File: src/rtl/cpu_defs_pkg.sv
// Shared definitions for the RISC CPU instruction sequencer: opcodes,
// sequencer state encodings and the control strobe bundle.
package cpu_defs_pkg;

    localparam logic [2:0] OP_HLT  = 3'b000;
    localparam logic [2:0] OP_SKZ  = 3'b001;
    localparam logic [2:0] OP_ADD  = 3'b010;
    localparam logic [2:0] OP_ANDD = 3'b011;
    localparam logic [2:0] OP_XORR = 3'b100;
    localparam logic [2:0] OP_LDA  = 3'b101;
    localparam logic [2:0] OP_STO  = 3'b110;
    localparam logic [2:0] OP_JMP  = 3'b111;

    typedef enum logic [2:0] {
        S_FETCH_HI = 3'd0,
        S_FETCH_LO = 3'd1,
        S_DECODE   = 3'd2,
        S_EXEC1    = 3'd3,
        S_EXEC2    = 3'd4,
        S_EXEC3    = 3'd5,
        S_EXEC4    = 3'd6,
        S_WRAP     = 3'd7
    } state_t;

    // Strobes produced by the decoder; halt is owned by the state register.
    localparam int CTL_W = 7;

    typedef struct packed {
        logic load_ir;
        logic rd;
        logic wr;
        logic inc_pc;
        logic load_pc;
        logic load_acc;
        logic datactl_ena;
    } ctl_t;

endpackage

File: src/rtl/machine_ctl_if.sv
// Control bus between the start logic / instruction register and the
// sequencer, plus the strobes the sequencer drives into the datapath.
interface machine_ctl_if;
    logic       ena;
    logic [2:0] opcode;
    logic       zero;
    logic       load_ir;
    logic       rd;
    logic       wr;
    logic       inc_pc;
    logic       load_pc;
    logic       load_acc;
    logic       datactl_ena;
    logic       halt;

    modport master (
        output ena, opcode, zero,
        input  load_ir, rd, wr, inc_pc, load_pc, load_acc, datactl_ena, halt
    );

    modport slave (
        input  ena, opcode, zero,
        output load_ir, rd, wr, inc_pc, load_pc, load_acc, datactl_ena, halt
    );
endinterface

File: src/rtl/machine_ctl_decode.sv
// Combinational strobe decode of sequencer state, opcode and zero flag.
// When active is low every strobe is held at 0.
module machine_ctl_decode
    import cpu_defs_pkg::*;
(
    input  state_t     state,
    input  logic [2:0] opcode,
    input  logic       zero,
    input  logic       active,
    output ctl_t       ctl
);

    logic is_alu;
    logic is_sto;
    logic is_jmp;
    logic skz_taken;

    assign is_alu    = (opcode == OP_ADD) || (opcode == OP_ANDD) ||
                       (opcode == OP_XORR) || (opcode == OP_LDA);
    assign is_sto    = (opcode == OP_STO);
    assign is_jmp    = (opcode == OP_JMP);
    assign skz_taken = (opcode == OP_SKZ) && zero;

    always_comb begin
        ctl = '0;
        if (active) begin
            case (state)
                S_FETCH_HI, S_FETCH_LO: begin
                    ctl.load_ir = 1'b1;
                    ctl.rd      = 1'b1;
                    ctl.inc_pc  = 1'b1;
                end
                S_EXEC2: begin
                    ctl.rd          = is_alu;
                    ctl.datactl_ena = is_sto;
                    ctl.load_pc     = is_jmp;
                    ctl.inc_pc      = skz_taken;
                end
                // wr sits one cycle inside the datactl_ena window on both sides.
                S_EXEC3: begin
                    ctl.rd          = is_alu;
                    ctl.load_acc    = is_alu;
                    ctl.datactl_ena = is_sto;
                    ctl.wr          = is_sto;
                    ctl.load_pc     = is_jmp;
                    ctl.inc_pc      = skz_taken;
                end
                S_EXEC4: begin
                    ctl.datactl_ena = is_sto;
                end
                default: ctl = '0;
            endcase
        end
    end

endmodule

File: src/rtl/machine_ctl.sv
// Eight-cycle instruction sequencer: state register and sticky halt flag,
// with strobes decoded combinationally in machine_ctl_decode.
//
// state | meaning
// S0    | fetch instruction high byte
// S1    | fetch instruction low byte
// S2    | decode, opcode settling
// S3    | exec1, HLT latches halt here
// S4    | exec2, operand read / bus drive / jump / skip
// S5    | exec3, accumulator load / write / jump / skip
// S6    | exec4, store bus hold
// S7    | wrap to next fetch
module machine_ctl
    import cpu_defs_pkg::*;
(
    input  logic          clk1,
    input  logic          rst,
    machine_ctl_if.slave  bus
);

    state_t state;
    logic   halt_q;
    logic   active;
    ctl_t   ctl;

    always_ff @(posedge clk1 or negedge rst) begin
        if (!rst) begin
            state  <= S_FETCH_HI;
            halt_q <= 1'b0;
        end else if (halt_q) begin
            state  <= S_EXEC1;
        end else if (!bus.ena) begin
            state  <= S_FETCH_HI;
        end else if (state == S_EXEC1 && bus.opcode == OP_HLT) begin
            halt_q <= 1'b1;
        end else begin
            state  <= state_t'(state + 3'd1);
        end
    end

    // Gating on rst keeps strobes quiet during reset independent of state.
    assign active = rst & bus.ena & ~halt_q;

    machine_ctl_decode u_decode (
        .state  (state),
        .opcode (bus.opcode),
        .zero   (bus.zero),
        .active (active),
        .ctl    (ctl)
    );

    assign bus.load_ir     = ctl.load_ir;
    assign bus.rd          = ctl.rd;
    assign bus.wr          = ctl.wr;
    assign bus.inc_pc      = ctl.inc_pc;
    assign bus.load_pc     = ctl.load_pc;
    assign bus.load_acc    = ctl.load_acc;
    assign bus.datactl_ena = ctl.datactl_ena;
    assign bus.halt        = halt_q;

endmodule

File: src/flat_wrapper.sv
// flat-port wrapper written by rule: the top's interface ports become plain ports
module machine_ctl_flat import cpu_defs_pkg::*;
  (clk1, rst, bus_ena, bus_opcode, bus_zero, bus_load_ir, bus_rd, bus_wr, bus_inc_pc, bus_load_pc, bus_load_acc, bus_datactl_ena, bus_halt);
  machine_ctl_if bus_i ();
  input  logic clk1;
  input  logic rst;
  input wire logic [$bits(bus_i.ena)-1:0] bus_ena;
  input wire logic [$bits(bus_i.opcode)-1:0] bus_opcode;
  input wire logic [$bits(bus_i.zero)-1:0] bus_zero;
  output wire logic [$bits(bus_i.load_ir)-1:0] bus_load_ir;
  output wire logic [$bits(bus_i.rd)-1:0] bus_rd;
  output wire logic [$bits(bus_i.wr)-1:0] bus_wr;
  output wire logic [$bits(bus_i.inc_pc)-1:0] bus_inc_pc;
  output wire logic [$bits(bus_i.load_pc)-1:0] bus_load_pc;
  output wire logic [$bits(bus_i.load_acc)-1:0] bus_load_acc;
  output wire logic [$bits(bus_i.datactl_ena)-1:0] bus_datactl_ena;
  output wire logic [$bits(bus_i.halt)-1:0] bus_halt;
  assign bus_i.ena = bus_ena;
  assign bus_i.opcode = bus_opcode;
  assign bus_i.zero = bus_zero;
  assign bus_load_ir = bus_i.load_ir;
  assign bus_rd = bus_i.rd;
  assign bus_wr = bus_i.wr;
  assign bus_inc_pc = bus_i.inc_pc;
  assign bus_load_pc = bus_i.load_pc;
  assign bus_load_acc = bus_i.load_acc;
  assign bus_datactl_ena = bus_i.datactl_ena;
  assign bus_halt = bus_i.halt;
  machine_ctl u_core (.clk1(clk1), .rst(rst), .bus(bus_i));
endmodule
File: config.mk
export PLATFORM = sky130hd
export DESIGN_NAME = machine_ctl_flat
export DESIGN_NICKNAME = d
export VERILOG_FILES = /design/src/rtl/cpu_defs_pkg.sv /design/src/rtl/machine_ctl_if.sv /design/src/rtl/machine_ctl_decode.sv /design/src/rtl/machine_ctl.sv /design/src/flat_wrapper.sv
export SDC_FILE = /design/constraint.sdc
export NUM_CORES = 1
export LEC_CHECK = 0
export ABC_AREA = 1
export BUFFER_PORTS_ARGS = -buffer_cell sky130_fd_sc_hd__buf_2
export CELL_PAD_IN_SITES_DETAIL_PLACEMENT = 1
export CELL_PAD_IN_SITES_GLOBAL_PLACEMENT = 1
export CORE_UTILIZATION = 31
export DETAILED_ROUTE_END_ITERATION = 12
export GPL_TIMING_DRIVEN = 0
export PLACE_DENSITY = 0.83
export SYNTH_ARGS = -nofsm -noshare
export SYNTH_HDL_FRONTEND = slang
export SYNTH_SLANG_ARGS = --single-unit
File: constraint.sdc
create_clock -name clk1 -period 1.9 [get_ports clk1]
set_clock_uncertainty 0.2 [all_clocks]
set_input_delay 0.095 -clock clk1 [delete_from_list [all_inputs] [get_ports clk1]]
set_output_delay 0.095 -clock clk1 [all_outputs]
set_load 0.02 [all_outputs]
-- Word level (Yosys, flattened, before mapping)
Cells that the tools add are included.
- flip-flop bits (word level): 4
- input port bits: 7
- output and inout port bits: 8
- word-level logic and storage cells: 43
- add/sub/neg operators: 1
- equal/unequal tests: 13
- multiplexer cells: 14
- bitwise gates (word level): 3
- reductions and logical operators: 10
- operators by type and width (cell ; count):
    $eq A3 B3 Y1 const B ; 7
    $eq A3 B2 Y1 const B ; 3
    $mux W3 ; 3
    $mux W1 ; 8
    $mux W7 ; 1
    $eq A3 B1 Y1 const B ; 2
    $logic_not A3 Y1 ; 2
    $pmux W1 S2 ; 2
    $reduce_or A2 Y1 ; 2
    $add A3 B1 Y3 const B ; 1
    $logic_or A1 B1 Y1 ; 3
    $ne A3 B2 Y1 const B ; 1
    $reduce_or A3 Y1 ; 1
    $and A1 B1 Y1 ; 2
    $logic_and A1 B1 Y1 ; 2
    $not A1 Y1 ; 1

-- Depth between registers and ports, before layout
Gate-level depths: netlist of the first run.
- depth after elaboration: 6
- gate-level depth with buffers: 7
- mapped depth without buffers: 7

-- Modules after synthesis
A second synthesis of the first run with hierarchy kept.
- cells, all modules: 66
- area, all modules: 405.4 um^2
- by module, submodules not included (module ; instances ; cells an instance ; area each (um^2)):
    machine_ctl ; 1 ; 37 ; 267.8
    machine_ctl_decode ; 1 ; 29 ; 137.6

-- Worst setup path after synthesis of the first run
No wires, ideal clock.
- kind: reg2out
- from: reg u_core.halt_q (netlist: u_core.bus.halt)
- to: out bus_datactl_ena
- data arrival time: 1.105 ns
- data required time: 1.605 ns
- path slack: 0.500 ns
- cell stages (with the launch flop): 6
- path buffers: 0
- path through: dfrtp_1 -> inv_2 -> nand3_2 -> inv_2 -> nand2_4 -> nor3_2
- longest elaborated chain between the ends: 3
- ends and longest elaborated chain (what ; line ; text):
    start: declaration ; machine_ctl.sv:22 ; logic halt_q;
    start signal: assignment ; machine_ctl.sv:29 ; halt_q <= 1'b0;
    start signal: assignment ; machine_ctl.sv:35 ; halt_q <= 1'b1;
    $not A1 Y1 ; machine_ctl.sv:42 ; assign active = rst & bus.ena & ~halt_q;
    $and A1 B1 Y1 ; machine_ctl.sv:42 ;
    $mux W7 ; machine_ctl_decode.sv:26 ; if (active) begin
    end: declaration ; flat_wrapper.sv:16 ; output wire logic [$bits(bus_i.datactl_ena)-1:0] bus_datactl_ena;
No other way between the ends.

-- Final worst setup path of the first run
- from: reg u_core.state[1]
- to: out bus_load_acc
- longest elaborated chain between the ends: 3
- ends and longest elaborated chain (what ; line ; text):
    start: declaration ; machine_ctl.sv:21 ; state_t state;
    start signal: assignment ; machine_ctl.sv:37 ; state <= state_t'(state + 3'd1);
    $eq A3 B3 Y1 ; machine_ctl_decode.sv:27 ; case (state)
    $mux W1 ; machine_ctl_decode.sv:27 ;
    $mux W7 ; machine_ctl_decode.sv:26 ;
    end: declaration ; flat_wrapper.sv:15 ; output wire logic [$bits(bus_i.load_acc)-1:0] bus_load_acc;
No other way between the ends.

==> metrics.txt, run 1 <==
vias in the first global route between 400 and 500; Most used DFF post-synth dfrtp_1; Iter 0 DRT Violations 1; Synth Cell Area 410 sq um; Tightest Pin Transition 0.210 ns; num rows 12; CTS H-Tree Depth 1; Startpoint Class flop; max_cap viols 0; core area 1170 sq um; initial core utilization 0.350; Inst Count DP between 80 and 90; first-pass detailed-route iteration total 2; clock insertion delay at the later pin of the skew report around 0.23 ns; switching power 0.0473 mW; crit share post-route 0.894; CP Data Arrival Time 1.40 ns; design area 531 sq um; share of cells above drive strength 1 0.338; Synth top area share 0.244; Worst slew margin 0.859; Distinct cells, synth 15; DR WL/cell 10.4 um; All-Layer GR Usage 0.161; number of synthesized flops with an enable pin 0; worst vdd ir 0.246 mV; Post-DP HPWL between 800 and 900 um; I/O pins 15; first-pass GRT wire length 1660 um; Area after DPL 498 sq um; Setup Crit Path Kind flop to primary output; synth warn 0; count leader, synth nand2_1; # setup viols final 0; worst hold path type input port to asynchronous set/reset pin; Clock transition at path regs 0.03 ns; sequential element share of the synthesized area 0.244; post-CTS sizing 0; Flop pwr share 0.403; RSZ-0062 raised after global routing no; Final Hold Fails 0; DIE HEIGHT around 38 um; Final Max Tran Viols 0; setup TNS 0 ns; die span in x 38.4 um; total gr overflow 0; Switching Share 0.222; combinational power share 0.120; Area growth syn-to-layout 29.3%; DIE AREA 1470 sq um; Num CTS Buffers 3; largest area contributor in the netlist dfrtp_1; CTS max path bufs 2; Clock Power Share 0.477; Remaining DRCs 0; R2R Setup Slk 0.47 ns; minimum clock period 1.70 ns; largest cells by area after synthesis dfrtp_1 24%, ha_1 15%, nand2_1 14%, nand3_1 9.8%, nor3_2 9.8%; ys async rst share 1.00; Crit path required time between 1.5 and 2 ns; CTS Sinks 4; Gate Count Post-Synth 59; Pwr Total 0.213 mW; Max Clk Rate just under 600 MHz; Internal 0.165 mW; Avg Synthesized Cell Area 6.96 sq um; GPL Wtd Cong 0.758; synthesized flop and latch total 4; Pwr Density 401 nW/um^2; antenna viol nets, final 0; Final nets 91; clk root buf clkbuf_4; antenna violations before repair 0; worst reg-to-reg path cell count 5; crit path capture type primary output; vias per cell 4.79; largest net degree at the start of global routing 10; Post-Route WL 948 um; non-filler instance count after layout 91; Crit Path Max Fanout 6; top post-synthesis cells by count 15 x nand2_1, 10 x inv_1, 8 x nand3_1, 5 x ha_1; via count 436; IO Port Bufs 14; CTS tree done; Mapped Nets 71; # diodes 0; Final Core Density 0.453; Static Leak 0.303 nW; status complete, no violations
==> sequential cells by signal (all words and copies together), names as in the netlist <==
register	cells
u_core.state	3
u_core.bus.halt	1
==> routing by layer <==
metal  routed length [um]  GRT usage
met5                    0          0
met4                   18      0.103
met3                   42    0.00581
met2                  463      0.297
met1                  424      0.177
==> placed cells by master, fill, tap and decap left out, drive strengths merged <==
cell,synthesis,layout
o21ai,1,1
inv,12,12
nor2,4,4
clkbuf,0,3
a21oi,1,1
nand2,16,16
dfrtp,4,4
buf,0,14
nor3,5,5
dlygate4sd3,0,1
ha,5,5
nand4,2,2
nand3,9,9
==> critical path, cell delays in order, from the launching register on <==
cell	delay (ns)
dfrtp_1	0.40
inv_1	0.16
ha_1	0.19
inv_1	0.07
nor3_2	0.16
buf_2	0.18
==> path summary, 6_finish.rpt <==
path | start | to
min in group clk1 | bus_ena | u_core.state[1]
min reg2reg | u_core.bus.halt | u_core.bus.halt
min | rst | u_core.state[2]
max in group asynchronous | rst | u_core.state[1]
max | u_core.state[1] | bus_load_acc
max reg2reg | u_core.state[0] | u_core.state[2]
==> per-stage QoR <==
stage,setup slack (ns),hold WS [ns]
2_1_floorplan,0.500,-0.401
3_3_place_gp,0.463,-0.284
3_5_place_dp,0.420,-0.282
4_1_cts,0.167,0.00392
5_1_grt,0.0450,0.0213
6_report,0.201,0.0203
==> power by group through the flow <==
| stage | Combinational, mW | Sequential (mW) | Clock [mW] |
|---|---|---|---|
| 2_1_floorplan | 0.0103 | 0.0868 | 0 |
| 3_3_place_gp | 0.0234 | 0.0867 | 0 |
| 3_5_place_dp | 0.0242 | 0.0867 | 0 |
| 4_1_cts | 0.0259 | 0.0857 | 0.106 |
| 5_1_grt | 0.0291 | 0.0856 | 0.112 |
| 6_report | 0.0256 | 0.0857 | 0.101 |
==> kinds of logic (layout without fill, tap and decap cells) <==
logic type                 after synthesis  after routing  synth area share
and+or+nand+nor                         36             36             0.470
DFF                                      4              4             0.244
buffers and inverters                   12             30             0.110
AOI/OAI and AO/OA                        2              2            0.0244
adders and majority gates                5              5             0.152
==> timing repair <==
action                    4_1_cts  5_1_grt
buffers inserted                0        0
hold buffers                    1        0
hold endpoints to repair        4        0
==> area by class of cell <==
cell class              instances  area (sq um)
fillers                       165           641
inverters                      12          45.0
multi-input cells              43           265
well taps                      14          17.5
repair buffers                 15          80.1
clock buffers                   3          22.5
flip-flops and latches          4           100
Power figures use the tool's default switching activity.
==> inputs of run 2 (changes only) <==
HOLD_SLACK_MARGIN = 0.15   (was default)
==> run 2 against run 1 <==
Compared with the run above:
- non-clock buffer count rose by 5
- via count rose by 6.4%
- hold slack improved by 0.34 ns
- clock power about the same
- global-route usage is 1.6 points higher
- sequential share of layout area shrank 1.6 points
- largest power group unchanged
==> metrics.txt, run 2 (synthesis results as in run 1) <==
status complete, no violations; vias per cell 4.83 (+0.88%); Setup Crit Path Kind flop to primary output; Final Max Tran Viols 0 (unchanged); Inst Count DP 87 (unchanged); Worst slew margin 0.859 (about the same); non-filler instance count after layout 96 (+5.5%); via count 464 (+6.4%); IO Port Bufs 14 (unchanged); share of cells above drive strength 1 0.317 (-0.0206); Largest register FFs 3 (unchanged); initial core utilization 0.350 (unchanged); Num CTS Buffers 3 (unchanged); CTS H-Tree Depth 1 (unchanged); All-Layer GR Usage 0.177 (+0.0157); Static Leak 0.324 nW (+6.9%); # diodes 0 (unchanged); Post-Route WL 1040 um (+10%); num rows 12 (unchanged); largest net degree at the start of global routing 10 (unchanged); vias in the first global route 467 (+6.6%); worst vdd ir 0.247 mV (+0.58%); CP max stage cell dfrtp_1; # setup viols final 0 (unchanged); commonest non-fill, non-tap cell in the layout nand2_1; Crit path required time 1.60 ns (about the same); Remaining DRCs 0 (unchanged); fill count 156 (-5.5%); Top reg by flops u_core.state; I/O pins 15 (unchanged); crit share post-route 0.894 (about the same); first-pass detailed-route iteration total 2 (unchanged); core area 1170 sq um (unchanged); RSZ-0062 raised after global routing no; total gr overflow 0 (unchanged); max_cap viols 0 (unchanged); minimum clock period 1.70 ns (+0.000296 ns); worst hold path type flop to flop; Crit Path Max Fanout 6 (unchanged); dpl ws 0.420 ns (unchanged); Iter 0 DRT Violations 2 (+1); crit path capture type primary output; Fin Hold WS 0.357 ns (+0.336 ns); Tightest Pin Transition 0.210 ns (+0.00000107 ns); CP Data Arrival Time 1.40 ns (about the same); setup TNS 0 ns (unchanged); antenna violations before repair 0 (unchanged); Clock transition at path regs 0.04 ns (about the same); slowest stage delay, CP 0.40 ns (about the same); Pwr Density 381 nW/um^2 (-4.9%); clk root buf clkbuf_4; cells along the critical path inv_1, ha_1, inv_1, nor3_2, buf_2; Final Hold Fails 0 (unchanged); Final nets 96 (+5.5%); post-CTS sizing 0 (unchanged); Pwr Total 0.221 mW (+4.0%); clock insertion delay at the later pin of the skew report 0.23 ns (about the same); Startpoint Class flop; Max Clk Rate 589 MHz (about the same); Post-DP HPWL 822 um (unchanged); CTS max path bufs 2 (unchanged); die span in x 38.4 um (unchanged); Area growth syn-to-layout 41.5%; worst setup margin 0.201 ns (-0.000296 ns); highest-count cells in the layout ignoring fill and taps 15 x nand2_1, 14 x buf_2, 10 x inv_1; DIE HEIGHT 38.4 um (unchanged); first-pass GRT wire length 1810 um (+9.1%); CTS tree done; DR WL/cell 10.9 um (+4.3%); Setup Buffers After CTS 0 (unchanged); DIE AREA 1470 sq um (unchanged); CTS Sinks 4 (unchanged); GPL Wtd Cong 0.758 (unchanged); most used cell, CP inv_1; antenna viol nets, final 0 (unchanged)
==> run 2: cell types whose count changed in the layout (fill, tap and decap cells not counted), sizes merged <==
cell,previous run,this run
dlygate4sd3,1,6
==> run 2: per-layer routing <==
| layer | vias up | GRT usage | share of wire |
|---|---|---|---|
| li1 | 237 | - | - |
| met2 | 13 | 0.339 | 0.52 |
| met3 | 2 | 0.00581 | 0.040 |
| met5 | - | 0 | 0 |
| met4 | 0 | 0.103 | 0.017 |
| met1 | 212 | 0.188 | 0.42 |
==> run 2: final cells by class <==
class | count | area, sq um | area share
Tap cell | 14 | 17.5 | 0.0302
Multi-Input combinational cell | 43 | 265 | 0.457
Clock buffer | 3 | 22.5 | 0.0388
Sequential cell | 4 | 100 | 0.172
Inverter | 12 | 45.0 | 0.0776
Timing Repair Buffer | 20 | 130 | 0.224
==> run 2: power by group <==
part	total [mW]	internal [mW]	switching (mW)
logic	0.0341	0.0160	0.0181
clock network	0.101	0.0704	0.0310
registers	0.0857	0.0857	0
==> run 2: final timing paths <==
check	startpoint	endpoint	slack [ns]	depth (start not counted)
max	u_core.state[1]	bus_load_acc	0.20	5
min	u_core.bus.halt	u_core.bus.halt	0.36	2
max reg2reg	u_core.state[0]	u_core.state[2]	0.47	5
min reg2reg	u_core.bus.halt	u_core.bus.halt	0.36	2
max in group asynchronous	rst	u_core.state[1]	0.72	3
min in group asynchronous	rst	u_core.state[2]	0.61	3
==> run 2: worst max-delay path, delay by kind of cell, from the launching register on <==
kind,cells,cell delay [ns]
flops,1,0.40
buf+inv,3,0.41
simple gates,1,0.16
fa+ha+maj,1,0.19
==> run 2: metrics by stage <==
stage / util / cell area, sq um
2_1_floorplan: - / 410
3_3_place_gp: 0.425 / 498
3_5_place_dp: 0.425 / 498
4_1_cts: 0.504 / 591
5_1_grt: 0.496 / 581
6_report: 0.496 / 581
==> run 2: what timing repair did <==
action / in CTS / in global routing
endpoints found under the hold margin: 8 / 0
hold buffers: 7 / 0
endpoints found under the setup margin: 0 / 3
